### src/rtl/digit_serial_adder_if.sv
// Handshake bundle for digit_serial_adder: operand channel in, result channel out.
// ovf exists only when DIGIT_SERIAL_ADDER_OVF_EN is defined.
interface digit_serial_adder_if #(
    parameter int WIDTH = 32
);
    logic             in_valid;
    logic             in_ready;
    logic [WIDTH-1:0] a;
    logic [WIDTH-1:0] b;
    logic             sub;
    logic             out_valid;
    logic             out_ready;
    logic [WIDTH-1:0] sum;
    logic             cout;
`ifdef DIGIT_SERIAL_ADDER_OVF_EN
    logic             ovf;

    modport master (
        output in_valid, a, b, sub, out_ready,
        input  in_ready, out_valid, sum, cout, ovf
    );
    modport slave (
        input  in_valid, a, b, sub, out_ready,
        output in_ready, out_valid, sum, cout, ovf
    );
`else
    modport master (
        output in_valid, a, b, sub, out_ready,
        input  in_ready, out_valid, sum, cout
    );
    modport slave (
        input  in_valid, a, b, sub, out_ready,
        output in_ready, out_valid, sum, cout
    );
`endif
endinterface

### src/rtl/digit_serial_adder.sv
// Digit-serial add/subtract: WIDTH-bit operands processed DIGIT bits per clock with a
// registered inter-digit carry. Optional signed-overflow output via DIGIT_SERIAL_ADDER_OVF_EN.
module digit_serial_adder #(
    parameter int WIDTH = 32,
    parameter int DIGIT = 8
) (
    input  logic                clk,
    input  logic                rst_n,
    digit_serial_adder_if.slave bus
);
    localparam int NDIG = WIDTH / DIGIT;
    localparam int CW   = (NDIG > 1) ? $clog2(NDIG) : 1;
    localparam int IW   = (WIDTH > 1) ? $clog2(WIDTH) : 1;

    if (WIDTH < 1 || DIGIT < 1 || (WIDTH % DIGIT) != 0) begin : g_bad_params
        $error("digit_serial_adder: DIGIT must be >= 1 and divide WIDTH exactly");
    end

    typedef enum logic [1:0] {IDLE, RUN, DONE} state_t;

    state_t           state;
    logic [CW-1:0]    cnt;
    logic             carry;
    logic [WIDTH-1:0] a_q;
    logic [WIDTH-1:0] bx_q;
    logic [WIDTH-1:0] sum_q;
    logic             cout_q;
    logic             out_valid_q;
    logic [IW-1:0]    base;
    logic [DIGIT:0]   dsum;

    assign base = IW'(int'(cnt) * DIGIT);

    always_comb begin
        dsum = {1'b0, a_q[base +: DIGIT]} + {1'b0, bx_q[base +: DIGIT]} + (DIGIT+1)'(carry);
    end

`ifdef DIGIT_SERIAL_ADDER_OVF_EN
    logic ovf_q;
    // On the final digit the MSB of the operands is the MSB of the word, so the
    // carry into it is recovered from a ^ b ^ s at that bit.
    logic cin_msb;
    assign cin_msb  = a_q[WIDTH-1] ^ bx_q[WIDTH-1] ^ dsum[DIGIT-1];
    assign bus.ovf  = ovf_q;
`endif

    always_ff @(posedge clk or negedge rst_n) begin
        if (!rst_n) begin
            state       <= IDLE;
            cnt         <= '0;
            carry       <= 1'b0;
            a_q         <= '0;
            bx_q        <= '0;
            sum_q       <= '0;
            cout_q      <= 1'b0;
            out_valid_q <= 1'b0;
`ifdef DIGIT_SERIAL_ADDER_OVF_EN
            ovf_q       <= 1'b0;
`endif
        end else begin
            case (state)
                IDLE: begin
                    if (bus.in_valid) begin
                        a_q   <= bus.a;
                        bx_q  <= bus.sub ? ~bus.b : bus.b;
                        carry <= bus.sub;
                        cnt   <= '0;
                        state <= RUN;
                    end
                end
                RUN: begin
                    sum_q[base +: DIGIT] <= dsum[DIGIT-1:0];
                    carry                <= dsum[DIGIT];
                    if (cnt == CW'(NDIG - 1)) begin
                        cout_q      <= dsum[DIGIT];
`ifdef DIGIT_SERIAL_ADDER_OVF_EN
                        ovf_q       <= cin_msb ^ dsum[DIGIT];
`endif
                        cnt         <= '0;
                        out_valid_q <= 1'b1;
                        state       <= DONE;
                    end else begin
                        cnt <= cnt + 1'b1;
                    end
                end
                DONE: begin
                    if (bus.out_ready) begin
                        out_valid_q <= 1'b0;
                        state       <= IDLE;
                    end
                end
                default: state <= IDLE;
            endcase
        end
    end

    assign bus.in_ready  = (state == IDLE);
    assign bus.out_valid = out_valid_q;
    assign bus.sum       = sum_q;
    assign bus.cout      = cout_q;

endmodule

### src/flat_wrapper.sv
// flat-port wrapper written by rule: the top's interface ports become plain ports
module digit_serial_adder_flat 
#(
    parameter int WIDTH = 32,
    parameter int DIGIT = 8
)
  (clk, rst_n, bus_in_valid, bus_a, bus_b, bus_sub, bus_out_ready, bus_in_ready, bus_out_valid, bus_sum, bus_cout);
  digit_serial_adder_if #(.WIDTH(WIDTH)) bus_i ();
  input  logic clk;
  input  logic rst_n;
  input wire logic [$bits(bus_i.in_valid)-1:0] bus_in_valid;
  input wire logic [$bits(bus_i.a)-1:0] bus_a;
  input wire logic [$bits(bus_i.b)-1:0] bus_b;
  input wire logic [$bits(bus_i.sub)-1:0] bus_sub;
  input wire logic [$bits(bus_i.out_ready)-1:0] bus_out_ready;
  output wire logic [$bits(bus_i.in_ready)-1:0] bus_in_ready;
  output wire logic [$bits(bus_i.out_valid)-1:0] bus_out_valid;
  output wire logic [$bits(bus_i.sum)-1:0] bus_sum;
  output wire logic [$bits(bus_i.cout)-1:0] bus_cout;
  assign bus_i.in_valid = bus_in_valid;
  assign bus_i.a = bus_a;
  assign bus_i.b = bus_b;
  assign bus_i.sub = bus_sub;
  assign bus_i.out_ready = bus_out_ready;
  assign bus_in_ready = bus_i.in_ready;
  assign bus_out_valid = bus_i.out_valid;
  assign bus_sum = bus_i.sum;
  assign bus_cout = bus_i.cout;
  digit_serial_adder #(.WIDTH(WIDTH), .DIGIT(DIGIT)) u_core (.clk(clk), .rst_n(rst_n), .bus(bus_i));
endmodule
### config.mk
export PLATFORM = sky130hd
export DESIGN_NAME = digit_serial_adder_flat
export DESIGN_NICKNAME = d
export VERILOG_FILES = /design/src/rtl/digit_serial_adder_if.sv /design/src/rtl/digit_serial_adder.sv /design/src/flat_wrapper.sv
export SDC_FILE = /design/constraint.sdc
export NUM_CORES = 1
export LEC_CHECK = 0
export CAP_MARGIN = 30
export CORE_MARGIN = 2
export CORE_UTILIZATION = 51
export CTS_CLUSTER_DIAMETER = 60
export DETAILED_ROUTE_END_ITERATION = 10
export PLACE_DENSITY = 0.83
export SLEW_MARGIN = 20
export SYNTH_ARGS = -nofsm -noshare
export SYNTH_HDL_FRONTEND = slang
export SYNTH_SLANG_ARGS = --single-unit
### constraint.sdc
create_clock -name clk -period 3.94 [get_ports clk]
set_input_delay 0.788 -clock clk [delete_from_list [all_inputs] [get_ports clk]]
set_output_delay 0.788 -clock clk [all_outputs]
set_load 0.05 [all_outputs]
Word-level counts from Yosys, hierarchy flattened
Index checks and enable logic that the tools add are counted.
{ "totals": {"reg_bits": 103, "output_inout_bits": 35, "word_cells": 45} }
{ "classes": {"add_sub_neg": 4, "eq_ne": 6, "shift": 4, "muxes": 14, "bitwise": 1, "n_reduce_logical": 8} }
{ "ops": {"columns": ["op", "count"], "rows": [
  ["variable part select 32 x 6 -> 8 bit", 2],
  ["bitwise mux 32 bit", 1],
  ["two-way mux 32 bit", 1],
  ["inverter 32 bit", 1],
  ["variable shift 8 x 7 -> 32 bit, first input constant", 1],
  ["variable part select 8 x 7 -> 32 bit", 1],
  ["two-way mux 2 bit", 5],
  ["adder 8 x 8 -> 9 bit", 1],
  ["adder 9 x 1 -> 9 bit", 1],
  ["negation 5 -> 7 bit", 1],
  ["case mux 2 bit (3 select lines)", 1],
  ["AND reduction 2 bit", 3],
  ["AND reduction 3 bit", 2],
  ["equality test 2 bit, second input constant", 2],
  ["inequality test 2 bit, second input constant", 2],
  ["case mux 1 bit (2 select lines)", 2],
  ["case mux 2 bit (2 select lines)", 1],
  ["nonzero test 2 bit", 2],
  ["two-way mux 1 bit", 3],
  ["adder 2 x 1 -> 2 bit, second input constant", 1],
  ["equality test 2 x 1 -> 1 bit, second input constant", 1],
  ["logical NOT 2 bit", 1],
  ["inequality test 2 x 1 -> 1 bit, second input constant", 1]
]} }

Logic depth before layout (Yosys ltp)
{ "logic_depth": {"word_depth": 5, "depth_mapped": 10, "depth_no_buf": 9} }

Least setup slack after synthesis
OpenSTA, ideal clock, no wires.
{ "synth_timing": {"path_kind": "register to register", "from": "reg u_core.cnt[0]", "to": "reg u_core.carry", "setup_time_ps": 142, "t_arrival_ps": 2762, "required_ps": 3798, "setup_slack_ps": 1036, "path_stages_with_launch": 11, "cell_sequence": "dfrtp_1 buf_4 mux4_2 fa_1 inv_1 fa_1 nor2b_4 o2111ai_1 nand3b_1 a2111oi_2 a2111oi_0"} }
{ "synth_between": {"elab_chain_cells": 4, "elab_cells_between_ends": 5, "cone_classes": "add/sub: 2; shift: 2; mux: 1"} }
{ "synth_rtl": {"columns": ["item", "line", "source"], "rows": [
  ["start, declared", "digit_serial_adder.sv:22", "logic [CW-1:0] cnt;"],
  ["start signal, assigned", "digit_serial_adder.sv:83", "cnt <= cnt + 1'b1;"],
  ["variable part select 32 x 6 -> 8 bit", "digit_serial_adder.sv:35", "dsum = {1'b0, a_q[base +: DIGIT]} + {1'b0, bx_q[base +: DIGIT]} + (DIGIT+1)'(carry);"],
  ["adder 8 x 8 -> 9 bit *", "digit_serial_adder.sv:35", null],
  ["adder 9 x 1 -> 9 bit *", "digit_serial_adder.sv:35", null],
  ["case mux 1 bit (2 select lines) *", "digit_serial_adder.sv:61", "case (state)"],
  ["end signal, assigned", "digit_serial_adder.sv:66", "carry <= bus.sub;"],
  ["end signal, assigned", "digit_serial_adder.sv:73", "carry <= dsum[DIGIT];"],
  ["end, declared", "digit_serial_adder.sv:23", "logic carry;"]
]} }
Mark *: on every way between the ends. The rest lies on a longest branch, timed or not.
A chain may end at the register's enable or synchronous reset.

Worst setup path after layout
Same ends and word-level chain as after synthesis.

==> impl_metrics.ini <==
[run_status]
outcome = finished, final reports clean

[synthesis]
ys_seq_area_share_pct = 52.0
synth-simple-area-share_pct = 7.60
ys_types = 42
synth_top_cell_by_area = dfrtp_1
yosysTopAreaCellShare_pct = 52.0
synthCells = 403
synth_seq_cells = 103
avgSynthCellArea_um2 = 12.3
yosysWarnings = 0
synth_compound_area_share_pct = 11.7
synthAdderAreaFrac_pct = 4.09
synth_top_family_by_area = multiplexers
synthFlopType = dfrtp_1
async_reset_ff_share_pct = 100
syn_nets = 487
muxShareOfSynthArea_pct = 14.8
synth_xor_area_share_pct = 6.54
synth.area.top_cells = dfrtp_1 (52%), mux4_2 (7.3%), xnor2_1 (6.0%)
synth_edf_count = 0
syn_area_mm2 = 0.00495

[timing]
min_period_ns = 3.02
period_share_pct = 76.7
setup_viol = 0
slew_headroom_pct = 42.2
rsz0062_at_grt = false
fmax_mhz = 331
skew_ns = 0.0132
hold_slack_ns = 0.365
maxSlewViolCount = 0
finalHoldViolCount = 0
worstMarginPinSlew_ns = 0.867
tns_ns = 0

[route]
num_vias = 3450
ant_nets = 0
drc_errors = 0
wl_per_cell_um = 16.7
viasPerCell = 5.44
totalWireLength_mm = 10.6
dr.pass1.iters = 4
drt_iter0_drc = 122

[clocking]
ctsHoldBuffers = 0
postCtsSetupRepairBufs = 0
tritoncts = built
path_clk_slew_ns = 0.09
cts-htree-levels = 3
clk_latency_ns = 0.36
cts_root_buffer = clkbuf_8
postCtsResizedCells = 0
clk_path_buf_depth = 2
cts_num_sinks = 103
cts_buffers = 9

[layout]
area_growth_pct = 26.5
layout-drive-gt1-share_pct = 15.2
nets = 585
insertedDiodeCount = 0

[worst_hold_path]
holdCritPathClass = input pin to async pin

[global_routing]
grt_max_degree = 80
grt_pass1_vias = 3540
antenna_found_initial = 0
grt_first_pass_wirelength_mm = 17.1
overflow = 0
grtUsageTotal_pct = 21.1

[floorplanning]
io_pins = 104
core_mm2 = 0.00933
start_util_pct = 53.1
num_rows = 35
die_w_um = 103
fp.dieH_um = 103
dieArea_mm2 = 0.0105

[setup_path]
path_class = flop to flop
cp_slowest_stage_delay_ns = 0.58
worst-r2r-setup-slack_ns = 0.92
worstSetupStartpointType = flop
endpoint_kind = flop
cp_max_fo = 10
r2r_end = u_core.carry$_DFFE_PN0P_
slowest_stage = mux4_2
arrival_ns = 3.23
crit_required_ns = 4.15
path_cells = mux4_2 -> fa_1 -> inv_1 -> fa_1 -> nor2b_4 -> o2111ai_1 -> nand3b_1 -> a2111oi_2 -> a2111oi_0
ff2ff_path_depth = 9
crit_buf_inv = 1
r2r_start = u_core.cnt[0]$_DFFE_PN0P_
path_delay_family = compound AO/OA/AOI/OAI gates
cp_common_cell = fa_1

[power]
powerDensity_mw_per_mm2 = 956
p_leak_nw = 2.58
totalPowerFinal_mw = 5.99
irDropWorstVdd_uv = 471

[placement]
port_buffers = 103
dp_hpwl_mm = 8.00
gp_congestion = 0.800

[job]
max-cap-violations = 0
## cells in the mapped netlist (all sizes together), types with 2 or more instances
library cell,instances
a2111oi,2
a21o,3
a21oi,36
a22o,21
buf,19
clkbuf,3
dfrtp,103
fa,2
ha,13
inv,7
mux2,32
mux4,16
nand2,25
nand4,4
nor2,48
o21ai,14
o31ai,2
xnor2,34
xor2,3
## cell families after synthesis
kind of cell             after synthesis
flip-flops                           103
AO/OA/AOI/OAI                         86
AND/OR/NAND/NOR                       84
multiplexers                          49
XOR/XNOR                              37
buffers and inverters                 29
adder cells (fa/ha/maj)               15
## per-layer routing
layer  vias to the layer above  share of wire, %  global-route usage (%)
li1                       1622                 -                       -
met1                      1701                43                    26.9
met2                       115                51                    37.6
met3                        12               5.0                    3.73
met4                         0               1.1                    5.13
met5                         -                 0                       0
## flip-flops by register name, indices dropped and copies added (netlist names)
| register | cells |
|---|---|
| u_core.a_q | 32 |
| u_core.bus.sum | 32 |
| u_core.bx_q | 32 |
| u_core.cnt | 2 |
| u_core.state | 2 |
| u_core.bus.cout | 1 |
| u_core.bus.out_valid | 1 |
| u_core.carry | 1 |
## final cells by class
type                            count  area (um^2)
Clock buffer                       10          138
Clock inverter                      5         81.3
Fill cell                         695         3060
Inverter                            7         26.3
Multi-Input combinational cell    271         2210
Sequential cell                   103         2580
Tap cell                          129          161
Timing Repair Buffer              109         1070
## cell usage in the layout, fill, tap and decap left out, types with 3 or more instances in the layout
| master | netlist | layout |
|---|---|---|
| nand2_2 | 3 | 3 |
| mux2_2 | 25 | 25 |
| nand4_1 | 4 | 4 |
| mux4_2 | 16 | 16 |
| xnor2_1 | 34 | 34 |
| o21ai_0 | 11 | 11 |
| a21o_1 | 3 | 3 |
| nor2_1 | 48 | 48 |
| dfrtp_1 | 103 | 103 |
| clkbuf_8 | 0 | 10 |
| a22o_1 | 21 | 21 |
| ha_1 | 13 | 13 |
| clkdlybuf4s50_1 | 0 | 101 |
| o21ai_2 | 3 | 3 |
| xor2_1 | 3 | 3 |
| inv_1 | 7 | 7 |
| buf_4 | 5 | 7 |
| nand2_1 | 21 | 21 |
| mux2_1 | 7 | 7 |
| a21oi_1 | 36 | 36 |
## power breakdown
group          total, mW  leakage (nW)  switching, mW  internal (mW)
Combinational       3.44          1.21           2.01           1.43
Sequential          1.82          1.25          0.308           1.52
Clock              0.726         0.109          0.353          0.373
Total               5.99          2.58           2.67           3.32
## worst reg2reg max path, stage by stage, from the launching register on
cell and delay, ns:
dfrtp_1 0.56, mux4_2 0.58, fa_1 0.45, inv_1 0.09, fa_1 0.25, nor2b_4 0.06, o2111ai_1 0.18, nand3b_1 0.15
a2111oi_2 0.43, a2111oi_0 0.11
## worst max-delay path by stage
stage                                         start                        to  slack (ns)  cells after the start
after global placement    u_core.cnt[0]$_DFFE_PN0P_  u_core.carry$_DFFE_PN0P_        1.02                      9
after global routing      u_core.cnt[0]$_DFFE_PN0P_  u_core.carry$_DFFE_PN0P_        0.69                      9
after floorplan           u_core.cnt[0]$_DFFE_PN0P_  u_core.carry$_DFFE_PN0P_        1.04                     10
after detailed placement  u_core.cnt[0]$_DFFE_PN0P_  u_core.carry$_DFFE_PN0P_        0.92                      9
final                     u_core.cnt[0]$_DFFE_PN0P_  u_core.carry$_DFFE_PN0P_        0.92                      9
after CTS                 u_core.cnt[0]$_DFFE_PN0P_  u_core.carry$_DFFE_PN0P_        0.89                      9
## stage by stage
| step | area, um^2 | util (%) | instances | setup WS [ns] |
|---|---|---|---|---|
| after floorplan | 4950 | - | 403 | 1.04 |
| after global placement | 6050 | 64.8 | 619 | 1.02 |
| after detailed placement | 6050 | 64.8 | 619 | 0.920 |
| after CTS | 6270 | 67.2 | 634 | 0.895 |
| after global routing | 6270 | 67.2 | 634 | 0.687 |
| final | 6270 | 67.2 | 634 | 0.919 |
No activity file was read; power rests on OpenSTA's default activity.
